## config.mk

```make
export PLATFORM = sky130hd
export DESIGN_NAME = seg_scan
export DESIGN_NICKNAME = d
export VERILOG_FILES = /design/src/rtl/seg_pkg.sv /design/src/rtl/seg_scan_div.sv /design/src/rtl/seg_scan.sv
export SDC_FILE = /design/constraint.sdc
export NUM_CORES = 1
export LEC_CHECK = 0
export ABC_AREA = 1
export ABC_CLOCK_PERIOD_IN_PS = 2500
export CAP_MARGIN = 40
export CORE_ASPECT_RATIO = 1.4
export CORE_MARGIN = 8
export CORE_UTILIZATION = 30
export DETAILED_ROUTE_END_ITERATION = 10
export SYNTH_ARGS = -nofsm -noshare
export SYNTH_HDL_FRONTEND = slang
export SYNTH_SLANG_ARGS = --single-unit
```

## constraint.sdc

```tcl
create_clock -name clk -period 2.5 [get_ports clk]
set_input_delay 0.75 -clock clk [delete_from_list [all_inputs] [get_ports clk]]
set_output_delay 0.75 -clock clk [all_outputs]
set_load 0.03 [all_outputs]
```

## src/rtl/seg_pkg.sv

```systemverilog
// Shared constants for the four-digit multiplexed display scanner.
// Holds the digit-select codes and the blank/invalid encodings used by the decode.
package seg_pkg;

  localparam logic [3:0] S0          = 4'b0001;
  localparam logic [3:0] S1          = 4'b0010;
  localparam logic [3:0] S2          = 4'b0100;
  localparam logic [3:0] S3          = 4'b1000;
  localparam logic [3:0] BCD_INVALID = 4'b1010;
  localparam logic [3:0] SIDE_OFF    = 4'b0000;

  function automatic logic [3:0] slot_onehot(input logic [1:0] slot);
    logic [3:0] code;
    case (slot)
      2'd0:    code = S0;
      2'd1:    code = S1;
      2'd2:    code = S2;
      default: code = S3;
    endcase
    return code;
  endfunction

endpackage

```

## src/rtl/seg_scan_div.sv

```systemverilog
// Per-slot tick divider: counts DIV cycles while enabled and flags the last one.
// cnt_zero lets the parent spot the first cycle of a slot without seeing the counter.
module seg_scan_div #(
  parameter int DIV = 50000
) (
  input  logic clk,
  input  logic rst,
  input  logic en,
  output logic tick,
  output logic cnt_zero
);

  localparam int CW = $clog2(DIV);
  localparam logic [CW-1:0] CNT_MAX = CW'(DIV - 1);

  logic [CW-1:0] cnt_q, cnt_d;

  always_comb begin
    cnt_d = cnt_q;
    if (!en)                 cnt_d = '0;
    else if (cnt_q == CNT_MAX) cnt_d = '0;
    else                     cnt_d = cnt_q + 1'b1;
  end

  always_ff @(posedge clk or posedge rst) begin
    if (rst) cnt_q <= '0;
    else     cnt_q <= cnt_d;
  end

  assign tick     = en && (cnt_q == CNT_MAX);
  assign cnt_zero = (cnt_q == '0);

endmodule

```

## src/rtl/seg_scan.sv

```systemverilog
// Four-digit BCD display scanner: steps a slot every DIV cycles and decodes
// the selected digit from a frame-stable shadow copy of value.
module seg_scan
  import seg_pkg::*;
#(
  parameter int DIV = 50000
) (
  input  logic        clk,
  input  logic        rst,
  input  logic        en,
  input  logic [15:0] value,
  input  logic        lz_blank,
  output logic [3:0]  side,
  output logic [3:0]  num_now,
  output logic        frame_start
);

  logic        tick, cnt_zero;
  logic [1:0]  slot_q, slot_d;
  logic [15:0] shadow_q, shadow_d;
  logic [3:0]  nib;
  logic        upper_zero, blanked;

  seg_scan_div #(.DIV(DIV)) u_div (
    .clk      (clk),
    .rst      (rst),
    .en       (en),
    .tick     (tick),
    .cnt_zero (cnt_zero)
  );

  // Shadow only follows value at frame boundaries so a frame never tears.
  always_comb begin
    slot_d   = slot_q;
    shadow_d = shadow_q;
    if (!en) begin
      slot_d   = 2'd0;
      shadow_d = value;
    end else if (tick) begin
      slot_d = slot_q + 2'd1;
      if (slot_q == 2'd3) shadow_d = value;
    end
  end

  always_ff @(posedge clk or posedge rst) begin
    if (rst) begin
      slot_q   <= 2'd0;
      shadow_q <= 16'h0000;
    end else begin
      slot_q   <= slot_d;
      shadow_q <= shadow_d;
    end
  end

  // A slot is a leading zero when it and every more significant nibble are zero.
  always_comb begin
    case (slot_q)
      2'd1:    upper_zero = (shadow_q[15:4]  == 12'h000);
      2'd2:    upper_zero = (shadow_q[15:8]  == 8'h00);
      2'd3:    upper_zero = (shadow_q[15:12] == 4'h0);
      default: upper_zero = 1'b0;
    endcase
  end

  assign nib         = shadow_q[{slot_q, 2'b00} +: 4];
  assign blanked     = lz_blank && upper_zero;
  assign side        = (en && !blanked) ? slot_onehot(slot_q) : SIDE_OFF;
  assign num_now     = !en ? 4'b0000 : ((nib > 4'd9) ? BCD_INVALID : nib);
  assign frame_start = en && (slot_q == 2'd0) && cnt_zero;

endmodule

```

==> flow_metrics.py <==
metrics = {
    "cts": {
        "insertion_delay_ns": 0.29,
        "cts.sinks": 34,
        "cts-htree-levels": 2,
        "cts-root-buf": "clkbuf_8",
        "cts_tree": "built",
        "clkTransAtPathRegs_ns": 0.07,
        "clockBufferDepth": 2,
        "cts_buffers": 5,
        "postCtsHoldBufs": 0,
    },
    "timing": {
        "worstMarginPinSlew_ns": 0.446,
        "fin_ws_ns": 0.0178,
        "fin_skew_ns": 0.0107,
        "finalCritPeriodShare": 0.993,
        "relSlewSlack": 0.702,
        "totalNegativeSetupSlack_ns": 0,
        "rsz0062_at_grt": "true",
        "drv_slew": 0,
        "finalHoldViolCount": 0,
        "fin_crit_ns": 2.48,
        "finalSetupViolCount": 0,
        "max_freq_mhz": 403,
    },
    "drt": {
        "drc_errors": 0,
        "antenna_left": 0,
        "vias": 1812,
        "drt_iter0_drc": 59,
        "drtPass1Iterations": 4,
        "wl_per_cell_um": 13.4,
        "drt-total-wl_um": 5160,
        "vias_per_cell": 4.71,
    },
    "die": {
        "ios": 29,
        "core_area_um2": 6250,
        "die_w_um": 84.1,
        "start_util": 0.311,
        "fp.dieArea_um2": 9350,
        "die_h_um": 111,
        "rows": 34,
    },
    "placed_design": {
        "gp_congestion": 0.902,
        "placed_cells": 368,
        "dpl.hpwl_um": 3770,
        "dp_slack_ns": -0.125,
        "io_buffer_count": 28,
    },
    "global_routing": {
        "grt_pass1_vias": 1883,
        "grt_max_degree": 35,
        "track_usage": 0.112,
        "grt_pass1_wl_um": 8650,
        "gr-total-overflow": 0,
        "antenna_found_initial": 0,
    },
    "setup_path": {
        "cp.required_ns": 1.75,
        "endpoint_kind": "output pin",
        "worstPathArrival_ns": 1.73,
        "path_cells": "buf_6 > buf_4 > o21ai_2 > nand2_2 > buf_4 > nor3_2 > buf_4",
        "cpPeakStageDelay_ns": 0.47,
        "cp_num_buf_inv": 4,
        "crit_top_cell": "buf_4",
        "crit_type": "reg2out",
        "worstSetupStartpointType": "flip-flop",
        "slowest_stage": "dfrtp_2",
        "critPathTopFamily": "buffers and inverters",
        "crit_fanout": 5,
    },
    "final_layout": {
        "drive_above_1_share": 0.230,
        "final_util": 0.421,
        "layoutNonFillerInstCount": 385,
        "num-fill-cells": 658,
        "finalNetCount": 342,
        "syn2layout_area_growth_pct": 35.4,
        "antennaDiodeCount": 0,
    },
    "power_and_ir_drop": {
        "max-vdd-ir-drop_v": 0.000234,
        "p_total_uw": 1470,
        "p_leak_uw": 0.00123,
        "power_density_nw_per_um2": 557,
    },
    "run_status": {
        "status": "finished clean",
    },
    "synth": {
        "yosys_warnings": 0,
        "ys_types": 23,
        "synth_mux_area_frac": 0,
        "yosysSeqAreaShare": 0.437,
        "synth_top_family_by_area": "simple AND/OR/NAND/NOR gates",
        "yosys.area_share.simple": 0.365,
        "synthCells": 265,
        "synth-seq-cells": 34,
        "syn-num-nets": 294,
        "synth_compound_area_frac": 0.0431,
        "synth_xor_xnor_area_share": 0.0270,
        "syn_area_per_cell_um2": 7.34,
        "synth_adder_area_share": 0.0579,
        "netlist_area_um2": 1950,
    },
    "hold_path": {
        "min_path_type": "reg2reg",
    },
    "job": {
        "cap_violations": 0,
    },
}
synth_stat cells:
| library cell | number | area share |
|---|---|---|
| nor4_1 | 1 | 0.0032 |
| buf_2 | 3 | 0.0077 |
| ha_1 | 9 | 0.058 |
| nand4_1 | 1 | 0.0032 |
| clkbuf_1 | 2 | 0.0039 |
| o21ai_0 | 7 | 0.018 |
| nand3b_1 | 1 | 0.0039 |
| inv_1 | 22 | 0.042 |
| o21bai_1 | 1 | 0.0039 |
| inv_2 | 2 | 0.0039 |
| buf_6 | 2 | 0.012 |
| nor4b_1 | 1 | 0.0045 |
| nand2_1 | 76 | 0.15 |
| xor2_1 | 4 | 0.018 |
| dfrtp_1 | 34 | 0.44 |
| o22ai_1 | 1 | 0.0032 |
| nand3_1 | 31 | 0.080 |
| a21oi_1 | 7 | 0.018 |
| nor3b_1 | 2 | 0.0077 |
| nand2_2 | 2 | 0.0064 |
| xnor2_1 | 2 | 0.0090 |
| nor2_1 | 45 | 0.087 |
| nor3_1 | 9 | 0.023 |
layer usage:
layer	wire length, um	vias up	GRT usage
li1	-	930	-
met3	167	9	0.0287
met4	98	0	0.0543
met5	0	-	0
met2	2740	29	0.193
met1	2160	844	0.122
flip-flops by register name, summed over array words and instances, names as in the netlist:
signal       flops
shadow_q        16
u_div.cnt_q     16
slot_q           2
layout make-up:
cell class	instances	area (um^2)	share of cell area
Multi-Input combinational cell	200	1080	0.412
Timing Repair inverter	1	7.51	0.00285
Clock buffer	6	72.6	0.0275
Clock inverter	1	7.51	0.00285
Sequential cell	34	852	0.323
Timing Repair Buffer	47	428	0.162
Tap cell	72	90.1	0.0342
Inverter	24	92.6	0.0351
repair_timing:
action | 4_1_cts | 5_1_grt
setup endpoints to repair | 9 | 7
buffers inserted | 2 | 7
cloned | 0 | 1
resized for setup | 16 | 36
pin swaps | 9 | 18
tightest hold or removal path, delay by kind of cell, from the launching register on:
family	cells	cell delay, ns
simple gates	2	0.10
flops	1	0.35
worst paths after layout:
check / from / endpoint / slack (ns) / cells after the start
hold reg to reg: shadow_q[2]$_DFFE_PP0P_ / shadow_q[2]$_DFFE_PP0P_ / 0.49 / 2
max in group asynchronous: rst / slot_q[0]$_DFFE_PP0P_ / 1.30 / 3
min in group asynchronous: rst / u_div.cnt_q[0]$_DFF_PP0_ / 0.86 / 3
setup reg to reg: u_div.cnt_q[0]$_DFF_PP0_ / u_div.cnt_q[14]$_DFF_PP0_ / 0.84 / 8
hold / removal: shadow_q[2]$_DFFE_PP0P_ / shadow_q[2]$_DFFE_PP0P_ / 0.49 / 2
setup / recovery: slot_q[0]$_DFFE_PP0P_ / num_now[2] / 0.02 / 7
kinds of logic (layout without fill, tap and decap cells):
family          after synthesis  count (layout)
compound gates               16              16
flops                        34              34
simple gates                169             169
buf+inv                      31              79
xor+xnor                      6               6
fa+ha+maj                     9               9
per-stage QoR:
stage	cell area (um^2)	hold slack, ns
final	2640	0.487
after global routing	2640	0.506
after CTS	2450	0.497
after detailed placement	2320	0.479
after global placement	2320	0.457
after floorplan	1950	0.437
power by group:
group	internal, uW	total [uW]	switching (uW)
registers	597	642	45.1
logic	190	432	242
clock network	191	392	201
total	978	1470	488
cell usage in the layout (no fill, tap or decap), types with 3 or more instances in the layout:
cell / count
a21oi_1: 7
buf_4: 20
buf_6: 8
clkbuf_8: 5
clkdlybuf4s50_1: 17
dfrtp_1: 33
ha_1: 8
inv_1: 17
inv_2: 6
nand2_1: 66
nand2_2: 11
nand3_1: 27
nand3_2: 4
nor2_1: 40
nor2_4: 3
nor3_1: 6
nor3_2: 3
o21ai_0: 4
xor2_1: 4
No activity file was read; power rests on OpenSTA's default activity.
